<file path="config.mk">
export PLATFORM = sky130hd
export DESIGN_NAME = wb_interconnect
export DESIGN_NICKNAME = d
export VERILOG_FILES = /design/src/rtl/wb_interconnect.sv
export SDC_FILE = /design/constraint.sdc
export NUM_CORES = 1
export LEC_CHECK = 0
export BUFFER_PORTS_ARGS = -buffer_cell sky130_fd_sc_hd__buf_2
export CAP_MARGIN = 0
export CORE_MARGIN = 8
export CORE_UTILIZATION = 50
export CTS_BUF_LIST = sky130_fd_sc_hd__clkbuf_16
export CTS_CLUSTER_DIAMETER = 60
export DETAILED_ROUTE_END_ITERATION = 6
export GPL_TIMING_DRIVEN = 0
export PLACE_DENSITY = 0.89
export SYNTH_ARGS = -nofsm -noshare
export SYNTH_HDL_FRONTEND = slang
export SYNTH_SLANG_ARGS = --single-unit
export TNS_END_PERCENT = 10
</file>
<file path="constraint.sdc">
create_clock -name clk -period 4.6 [get_ports clk]
set_input_delay 0.92 -clock clk [delete_from_list [all_inputs] [get_ports clk]]
set_output_delay 0.92 -clock clk [all_outputs]
set_load 0.05 [all_outputs]
</file>
<file path="src/rtl/wb_interconnect.sv">
`default_nettype none
// ============================================================================
// Module      : wb_interconnect
// Description : Single-master, NSLAVES-slave classic Wishbone address decoder
//               with registered request broadcast and stall timeout.
// Revision    : 1.0
// ============================================================================
module wb_interconnect #(
    parameter int                              NSLAVES    = 2,
    parameter int                              ADDR_WIDTH = 32,
    parameter logic [NSLAVES*ADDR_WIDTH-1:0]   BASE       = {32'h8000_0000, 32'h4000_0000},
    parameter logic [NSLAVES*ADDR_WIDTH-1:0]   MASK       = {32'hFFF0_0000, 32'hFFFF_FFC0},
    parameter int                              TIMEOUT    = 255
) (
    input  logic                    clk,
    input  logic                    rst,

    input  logic [ADDR_WIDTH-1:0]   wbm__adr,
    input  logic [31:0]             wbm__dat_w,
    input  logic [3:0]              wbm__sel,
    input  logic                    wbm__we,
    input  logic                    wbm__cyc,
    input  logic                    wbm__stb,
    output logic [31:0]             wbm__dat_r,
    output logic                    wbm__ack,
    output logic                    wbm__err,

    output logic [ADDR_WIDTH-1:0]   wbs__adr,
    output logic [31:0]             wbs__dat_w,
    output logic [3:0]              wbs__sel,
    output logic                    wbs__we,
    output logic [NSLAVES-1:0]      wbs__cyc,
    output logic [NSLAVES-1:0]      wbs__stb,
    input  logic [NSLAVES*32-1:0]   wbs__dat_r,
    input  logic [NSLAVES-1:0]      wbs__ack,
    input  logic [NSLAVES-1:0]      wbs__err
);

    localparam int               CNT_W     = $clog2(TIMEOUT + 1);
    localparam logic [CNT_W-1:0] C_TIMEOUT = CNT_W'(TIMEOUT);
    localparam logic [CNT_W-1:0] C_ONE     = CNT_W'(1);

    typedef enum logic [1:0] {
        S_IDLE = 2'd0,
        S_BUSY = 2'd1,
        S_RESP = 2'd2,
        S_ERR  = 2'd3
    } state_t;

    state_t                  state_q;
    logic [CNT_W-1:0]        cnt_q;
    logic [NSLAVES-1:0]      strb_q;
    logic [ADDR_WIDTH-1:0]   adr_q;
    logic [31:0]             dat_w_q;
    logic [3:0]              sel_q;
    logic                    we_q;
    logic [31:0]             dat_r_q;
    logic                    ack_q;
    logic                    err_q;

    logic [NSLAVES-1:0]      w_hit;
    logic [NSLAVES-1:0]      w_onehot;
    logic                    w_found;
    logic                    w_sel_ack;
    logic                    w_sel_err;
    logic [31:0]             w_sel_dat;

    generate
        for (genvar gi = 0; gi < NSLAVES; gi++) begin : g_match
            assign w_hit[gi] =
                ((wbm__adr & MASK[gi*ADDR_WIDTH +: ADDR_WIDTH]) ==
                 (BASE[gi*ADDR_WIDTH +: ADDR_WIDTH] & MASK[gi*ADDR_WIDTH +: ADDR_WIDTH]));
        end
    endgenerate

    // Overlapping windows resolve to the lowest slave index.
    always_comb begin
        w_onehot = '0;
        w_found  = 1'b0;
        for (int i = 0; i < NSLAVES; i++) begin
            if (w_hit[i] && !w_found) begin
                w_onehot[i] = 1'b1;
                w_found     = 1'b1;
            end
        end
    end

    // The live strobe vector doubles as the slave select while BUSY.
    always_comb begin
        w_sel_dat = '0;
        for (int i = 0; i < NSLAVES; i++) begin
            if (strb_q[i]) begin
                w_sel_dat = w_sel_dat | wbs__dat_r[i*32 +: 32];
            end
        end
    end

    assign w_sel_ack = |(wbs__ack & strb_q);
    assign w_sel_err = |(wbs__err & strb_q);

    always_ff @(posedge clk or negedge rst) begin
        if (!rst) begin
            state_q <= S_IDLE;
            cnt_q   <= '0;
            strb_q  <= '0;
            adr_q   <= '0;
            dat_w_q <= '0;
            sel_q   <= '0;
            we_q    <= 1'b0;
            dat_r_q <= '0;
            ack_q   <= 1'b0;
            err_q   <= 1'b0;
        end else begin
            case (state_q)
                S_IDLE: begin
                    ack_q <= 1'b0;
                    err_q <= 1'b0;
                    if (wbm__cyc && wbm__stb) begin
                        if (w_found) begin
                            adr_q   <= wbm__adr;
                            dat_w_q <= wbm__dat_w;
                            sel_q   <= wbm__sel;
                            we_q    <= wbm__we;
                            strb_q  <= w_onehot;
                            cnt_q   <= '0;
                            state_q <= S_BUSY;
                        end else begin
                            err_q   <= 1'b1;
                            state_q <= S_ERR;
                        end
                    end
                end
                S_BUSY: begin
                    if (!wbm__cyc) begin
                        strb_q  <= '0;
                        state_q <= S_IDLE;
                    end else if (w_sel_err) begin
                        strb_q  <= '0;
                        err_q   <= 1'b1;
                        state_q <= S_ERR;
                    end else if (w_sel_ack) begin
                        strb_q  <= '0;
                        dat_r_q <= w_sel_dat;
                        ack_q   <= 1'b1;
                        state_q <= S_RESP;
                    end else if (cnt_q == C_TIMEOUT) begin
                        strb_q  <= '0;
                        err_q   <= 1'b1;
                        state_q <= S_ERR;
                    end else begin
                        cnt_q <= cnt_q + C_ONE;
                    end
                end
                S_RESP: begin
                    ack_q   <= 1'b0;
                    state_q <= S_IDLE;
                end
                S_ERR: begin
                    err_q   <= 1'b0;
                    state_q <= S_IDLE;
                end
                default: begin
                    strb_q  <= '0;
                    ack_q   <= 1'b0;
                    err_q   <= 1'b0;
                    state_q <= S_IDLE;
                end
            endcase
        end
    end

    assign wbm__dat_r = dat_r_q;
    assign wbm__ack   = ack_q;
    assign wbm__err   = err_q;
    assign wbs__adr   = adr_q;
    assign wbs__dat_w = dat_w_q;
    assign wbs__sel   = sel_q;
    assign wbs__we    = we_q;
    assign wbs__cyc   = strb_q;
    assign wbs__stb   = strb_q;

endmodule
`default_nettype wire

</file>
==> results of run 1 <==
==> logic make-up after synthesis <==
group           synth area share
buf+inv                   0.0323
mux                        0.240
simple gates              0.0580
compound gates             0.101
flops                      0.563
xor+xnor                 0.00343
fa+ha+maj                0.00245
==> synth_stat cells (all sizes together) (2+ instances only) <==
cell	count
a211o	2
a21o	2
a21oi	5
a22o	35
and2	10
buf	13
clkbuf	10
dfrtp	115
inv	4
mux2	90
nand2	9
nand2b	4
nand3	5
nand4	3
nor2	9
nor3	2
nor4	6
o21a	2
o21ai	11
o22ai	2
==> sequential cells by signal, summed over array words and instances, names as in the netlist <==
register    count
cnt_q           8
wbs__adr       32
wbs__cyc        2
wbs__we         1
state_q         2
wbs__sel        4
wbm__ack        1
wbs__dat_w     32
wbm__dat_r     32
wbm__err        1
==> routing by layer <==
metal / up-vias / share of wire
li1: 1846 / -
met1: 1977 / 0.37
met2: 193 / 0.53
met3: 21 / 0.092
met4: 0 / 0.013
met5: - / 0
==> worst register-to-register path, cell delays in order, from the launching register on <==
cell and delay, ns:
dfrtp_1 0.44, clkbuf_1 0.43, nand2_1 0.10, a21oi_1 0.13
o21ai_0 0.13, nor2_1 0.41, buf_2 0.34, mux2_2 0.38
==> path summary, 6_finish.rpt <==
kind | startpoint | end | slack (ns)
worst max-delay path | wbm__adr[15] | wbs__dat_w[26] | 2.05
worst min-delay path | wbs__adr[30] | wbs__adr[30] | 0.48
worst max register to register | wbs__cyc[0] | wbm__dat_r[16] | 2.14
worst min register to register | wbs__adr[30] | wbs__adr[30] | 0.48
max in group asynchronous | rst | wbm__dat_r[14] | 3.31
min in group asynchronous | rst | wbs__dat_w[3] | 0.56
==> power by group <==
part           leakage, nW  internal [mW]  switching [mW]
clock network        0.278          0.779           0.437
logic                 2.27         0.0849          0.0880
registers             1.59           1.04          0.0262
==> final cells by class <==
type                    count  area [um2]  share of cell area
flip-flops and latches    115        2880               0.405
inverters                   4        15.0             0.00212
clock inverters            14         123              0.0173
plain buffers              23         150              0.0212
repair buffers            248        1270               0.178
well taps                 136         170              0.0240
clock buffers              17         425              0.0599
multi-input cells         216        2070               0.292
==> summary.md, run 1 <==
| Metric | Value |
|---|---|
| CP Launch Type | `input port` |
| Layout area overhead | `38.8%` |
| CTS Buffer Depth | `2` |
| Met3 GRT Util | `0.0775` |
| Overflow after GRT | `0` |
| Seq/Total Area, Yosys | `0.563` |
| Hold_buf cts | `0` |
| Clock-pin slew on the worst setup and hold paths | `0.05 ns` |
| Mapped Avg Cell Area | `14.3 um2` |
| Cell accounting for the most synthesized area | `dfrtp_1` |
| First-pass GRT wire length | `22,600 um` |
| Clock Skews | `between 0.01 and 0.015 ns` |
| Post-synth design cell area | `5110 um2` |
| Min Tclk post-route | `about 2.5 ns` |
| Routability cong. | `0.881` |
| Post-DP Area | `6550 um2` |
| Dpl hpwl | `between 10,000 and 15,000 um` |
| Clock root buffer | `clkbuf_16` |
| HP Class | `flop to flop` |
| CP bufs+invs | `3` |
| Cell mode on critical path | `buf_6` |
| Largest net degree at the start of global routing | `61` |
| P per Cell Area | `345 nW/um2` |
| Period utilization | `0.554` |
| Met1 Use GR | `0.230` |
| Final core occ | `0.700` |
| Starting Density | `0.504` |
| Critical Path End Type | `flop` |
| Num CTS Buffers | `17` |
| Final WS setup | `2.05 ns` |
| # setup viols final | `0` |
| I/O pins | `248` |
| WS Path Type | `input port to flop` |
| Seq cells post-synth | `around 120` |
| Worst rel slew slack | `0.525` |
| Initial antenna violation count | `0` |
| Vias | `4,037` |
| Die height | `between 100 and 150 um` |
| DR WL/cell | `19.3 um` |
| Yosys warns | `0` |
| Filler Cell Count | `between 600 and 700` |
| Detailed-route DRC error count | `0` |
| Yosys cell types | `43` |
| CP top delay family | `simple AND/OR/NAND/NOR gates` |
| Fin. Hold Viols | `0` |
| P_leak | `approximately 4.1 nW` |
| Setup Total Neg Slack | `0 ns` |
| Finished layout cell area | `7100 um2` |
| Core box area | `10,100 um2` |
| Final nets | `767` |
| Crit path max fanout | `10` |
| Critical-path cell list | `buf_2 -> nor4b_1 -> nand4_1 -> a2111o_1 -> buf_6 -> buf_6 -> mux2_4` |
| Number of non-filler instances in the completed layout | `roughly 770` |
| Clock Latency Late Sink | `~0.40 ns` |
| WP data arrival | `2.83 ns` |
| Busiest grt layer | `met2` |
| Post-cts gate resize count | `0` |
| Hold Slack | `0.478 ns` |
| Die footprint | `13,700 um2` |
| ANT cells | `0` |
| ANT nets after route | `0` |
| R2R cell count | `7` |
| Commonest non-fill, non-tap cell in the layout | `buf_2` |
| Total Routing Usage GR | `0.217` |
| Met2 Usage GRT | `0.390` |
| Fraction of layout cells with a size suffix above 1 | `0.597` |
| Number of vias per cell | `5.22` |
| Port Buffers | `between 200 and 250` |
| Top-area cell type share of the netlist area | `0.563` |
| Critical Path Slowest Stage Cell | `a2111o_1` |
| Asr flop ratio synth | `1.00` |
| DP Worst Slack | `~1.7 ns` |
| Post CTS Setup Buffer Count | `0` |
| Pwr Total | `2.45 mW` |
| Peak VDD IR | `0.215 mV` |
| Row count | `37` |
| CTS H-tree lvls | `4` |
| Drt total wl | `14,900 um` |
| Crit-path max cell delay | `~0.48 ns` |
| EDFF count, synth | `0` |
| Syn_nets | `500` |
| Placed insts | `~740` |
| Hold path cells | `2` |
| Ys flop type | `dfrtp_1` |
| Crit path depth | `7` |
| Status | `finished clean` |
| 1st-pass router iterations | `4` |
| Starting DRT DRC Count | `189` |
| Unrepaired setup endpoints after global routing | `false` |
| WP data required | `4.88 ns` |
| Max-cap violations | `0` |
| CTS tree | `yes` |
| Top post-synthesis cells by area | `dfrtp_1 56%, mux2_4 16%, mux2_2 7.9%` |
| Fmax | `392 MHz` |
| Cells after synthesis | `358` |
| Clock sink count | `between 100 and 150` |
| DIE WIDTH | `117 um` |
| Vias in the first global route | `4,509` |
| Worst-Margin Slew | `a little over 0.7 ns` |
| Commonest cells after routing, fill and taps aside | `249 x buf_2, 115 x dfrtp_1, 54 x mux2_4` |
| Final slew viol count | `0` |
(Power assumes the default switching activity.)
==> run 2: changes to the inputs <==
--- a/config.mk
+++ b/config.mk
@@ -8,12 +8,12 @@
 export BUFFER_PORTS_ARGS = -buffer_cell sky130_fd_sc_hd__buf_2
 export CAP_MARGIN = 0
 export CORE_MARGIN = 8
-export CORE_UTILIZATION = 50
+export CORE_UTILIZATION = 46
 export CTS_BUF_LIST = sky130_fd_sc_hd__clkbuf_16
 export CTS_CLUSTER_DIAMETER = 60
 export DETAILED_ROUTE_END_ITERATION = 6
 export GPL_TIMING_DRIVEN = 0
-export PLACE_DENSITY = 0.89
+export PLACE_DENSITY = 0.83
 export SYNTH_ARGS = -nofsm -noshare
 export SYNTH_HDL_FRONTEND = slang
 export SYNTH_SLANG_ARGS = --single-unit
==> constraint.sdc (replaced) <==
create_clock -name clk -period 2.5 [get_ports clk]
set_input_delay 0.5 -clock clk [delete_from_list [all_inputs] [get_ports clk]]
set_output_delay 0.5 -clock clk [all_outputs]
set_load 0.05 [all_outputs]
==> run 2 against run 1 <==
Compared with the run above:
- die area grew 7.5%
- first-iteration DRC count is 13% higher
- sequential cell count unchanged
- non-clock buffer count is the same
- via count shrank 0.97%
- sequential share of layout area shrank 0.16 points
- total power increased by 86%
- register-to-register slack worse by 1.9 ns
- critical path type is now flop to flop
- highest routed layer unchanged
==> summary.md, run 2 (synthesis results as in run 1) <==
| Metric | Value |
|---|---|
| Seq. cell area | `2880 um2 (unchanged)` |
| Initial antenna violation count | `0 (unchanged)` |
| WS Path Type | `flop to flop (was input port to flop)` |
| Post-DP Area | `6560 um2 (was 6550 um2)` |
| Finished layout cell area | `7130 um2 (was 7100 um2)` |
| Max-cap violations | `0 (unchanged)` |
| Commonest non-fill, non-tap cell in the layout | `buf_2 (unchanged)` |
| Die footprint | `14,700 um2 (was 13,700 um2)` |
| CP top delay family | `buffers and inverters (was simple AND/OR/NAND/NOR gates)` |
| Crit-path max cell delay | `0.42 ns (was 0.48 ns)` |
| Peak VDD IR | `0.343 mV (was 0.215 mV)` |
| Num CTS Buffers | `17 (unchanged)` |
| Status | `finished clean (unchanged)` |
| Starting DRT DRC Count | `213 (was 189)` |
| WP data required | `2.78 ns (was 4.88 ns)` |
| Critical-path cell list | `clkbuf_1 -> nand2_1 -> a21oi_1 -> o21ai_0 -> nor2_2 -> buf_2 -> mux2_2 (was buf_2 -> nor4b_1 -> nand4_1 -> a2111o_1 -> buf_6 -> buf_6 -> mux2_4)` |
| Critical Path End Type | `flop (unchanged)` |
| ANT cells | `0 (unchanged)` |
| Total Routing Usage GR | `0.199 (was 0.217)` |
| Reg2reg start | `wbs__cyc[0] (unchanged)` |
| CTS tree | `yes (unchanged)` |
| Setup Total Neg Slack | `0 ns (unchanged)` |
| Commonest cells after routing, fill and taps aside | `249 x buf_2, 115 x dfrtp_1, 54 x mux2_4 (unchanged)` |
| Clock root buffer | `clkbuf_16 (unchanged)` |
| Placed insts | `746 (was 742)` |
| Period utilization | `0.905` |
| Net switching power | `1.05 mW (was 0.551 mW)` |
| Clock-pin slew on the worst setup and hold paths | `0.05 ns (about the same)` |
| 1st-pass router iterations | `4 (unchanged)` |
| Sequential fraction of design power | `0.428 (was 0.434)` |
| Routability cong. | `0.871 (was 0.881)` |
| P per Cell Area | `641 nW/um2 (was 345 nW/um2)` |
| Vias | `3,998 (was 4,037)` |
| R2R setup slack | `0.24 ns (was 2.14 ns)` |
| Gate power share | `0.069 (was 0.071)` |
| Multi-input logic area | `2070 um2 (about the same)` |
| CP bufs+invs | `2 (was 3)` |
| Sw frac | `0.231 (was 0.225)` |
| P_leak | `4.14 nW (about the same)` |
| Vias in the first global route | `4,506 (was 4,509)` |
| HP Class | `input port to async pin (was flop to flop)` |
| I/O pins | `248 (unchanged)` |
| Row count | `38 (was 37)` |
| Number of vias per cell | `5.14 (was 5.22)` |
| Drt total wl | `14,700 um (was 14,900 um)` |
| Met3 GRT Util | `0.0707 (was 0.0775)` |
| Clock Power Share | `0.503 (was 0.496)` |
| Busiest grt layer | `met2 (unchanged)` |
| # setup viols final | `0 (unchanged)` |
| Final slew viol count | `0 (unchanged)` |
| Fin. Hold Viols | `0 (unchanged)` |
| Number of non-filler instances in the completed layout | `778 (was 773)` |
| R2R cell count | `7 (unchanged)` |
| Internal | `3.52 mW (was 1.90 mW)` |
| Core box area | `10,800 um2 (was 10,100 um2)` |
| Worst reg2reg path endpoint | `wbm__dat_r[12] (was wbm__dat_r[16])` |
| CTS Buffer Depth | `2 (unchanged)` |
| Port Buffers | `247 (unchanged)` |
| Worst-Margin Slew | `0.612 ns (was 0.713 ns)` |
| CP Launch Type | `flop (was input port)` |
| Starting Density | `0.472 (was 0.504)` |
| DR WL/cell | `18.9 um (was 19.3 um)` |
| Fraction of layout cells with a size suffix above 1 | `0.602 (was 0.597)` |
| Min Tclk post-route | `2.26 ns` |
| CTS H-tree lvls | `4 (unchanged)` |
| Critical Path Slowest Stage Cell | `clkbuf_1 (was a2111o_1)` |
| WP data arrival | `2.55 ns (was 2.83 ns)` |
| Die height | `121 um (was 117 um)` |
| Detailed-route DRC error count | `0 (unchanged)` |
| Final nets | `767 (unchanged)` |
| Met1 Use GR | `0.226 (was 0.230)` |
| Hold_buf cts | `0 (unchanged)` |
| Layout area overhead | `39.3% (was 38.8%)` |
| Filler Cell Count | `799 (was 696)` |
| Fmax | `442 MHz` |
| Met2 Usage GRT | `0.343 (was 0.390)` |
| Largest net degree at the start of global routing | `70 (was 61)` |
| ANT nets after route | `0 (unchanged)` |
| First-pass GRT wire length | `23,100 um (was 22,600 um)` |
| Clock sink count | `115 (unchanged)` |
| Overflow after GRT | `0 (unchanged)` |
| DIE WIDTH | `121 um (was 117 um)` |
| Clock Skews | `0.00594 ns (was 0.0101 ns)` |
| Worst rel slew slack | `0.592 (was 0.525)` |
| Unrepaired setup endpoints after global routing | `false (unchanged)` |
| Dpl hpwl | `11,600 um (about the same)` |
| Clock Latency Late Sink | `0.40 ns (about the same)` |
| Crit path max fanout | `10 (unchanged)` |
## run 2: how the worst max path moves through the flow
stage | start | to | slack, ns | cells after the start
2_1_floorplan | wbs__cyc[0] | wbm__dat_r[10] | 0.29 | 7
3_3_place_gp | rst | wbm__dat_r[17] | -0.33 | 1
3_5_place_dp | wbm__adr[6] | wbs__adr[6] | -0.04 | 7
4_1_cts | wbs__cyc[0] | wbm__dat_r[12] | 0.06 | 7
5_1_grt | wbs__cyc[0] | wbm__dat_r[6] | 0.02 | 7
6_report | wbs__cyc[0] | wbm__dat_r[12] | 0.24 | 7
## run 2: what timing repair did
action | in CTS | in global routing
gates resized for setup | 0 | 1
buffers inserted | 0 | 0
endpoints found under the setup margin | 0 | 29
## run 2: power groups by stage
stage | combinational, mW | sequential, mW | clock [mW]
6_report | 0.314 | 1.96 | 2.30
2_1_floorplan | 0.115 | 1.99 | 0
3_5_place_dp | 0.317 | 1.98 | 0
5_1_grt | 0.354 | 1.96 | 2.44
3_3_place_gp | 0.293 | 1.98 | 0
4_1_cts | 0.317 | 1.95 | 2.34
## run 2: layout make-up
cell class	instances	area share
multi-input combinational	216	0.291
tap	140	0.0246
inverter	4	0.00211
clock inverter	15	0.0200
clock buffer	17	0.0597
buffer	23	0.0211
timing repair buffer	248	0.178
sequential	115	0.404
## run 2: metal layers
metal,up-vias,share of wire
met5,-,0
met2,166,0.51
met4,0,0.016
met3,20,0.083
li1,1850,-
met1,1962,0.39
## run 2: metrics by stage
stage	utilization	setup WS (ns)	total power, mW	hold slack [ns]
finish	0.657	0.237	4.57	0.110
global route	0.657	0.0200	4.76	0.151
CTS	0.657	0.0559	4.61	0.134
detailed placement	0.605	-0.0360	2.30	0.466
global placement	0.602	-0.333	2.27	0.464
floorplan	-	0.293	2.10	0.204
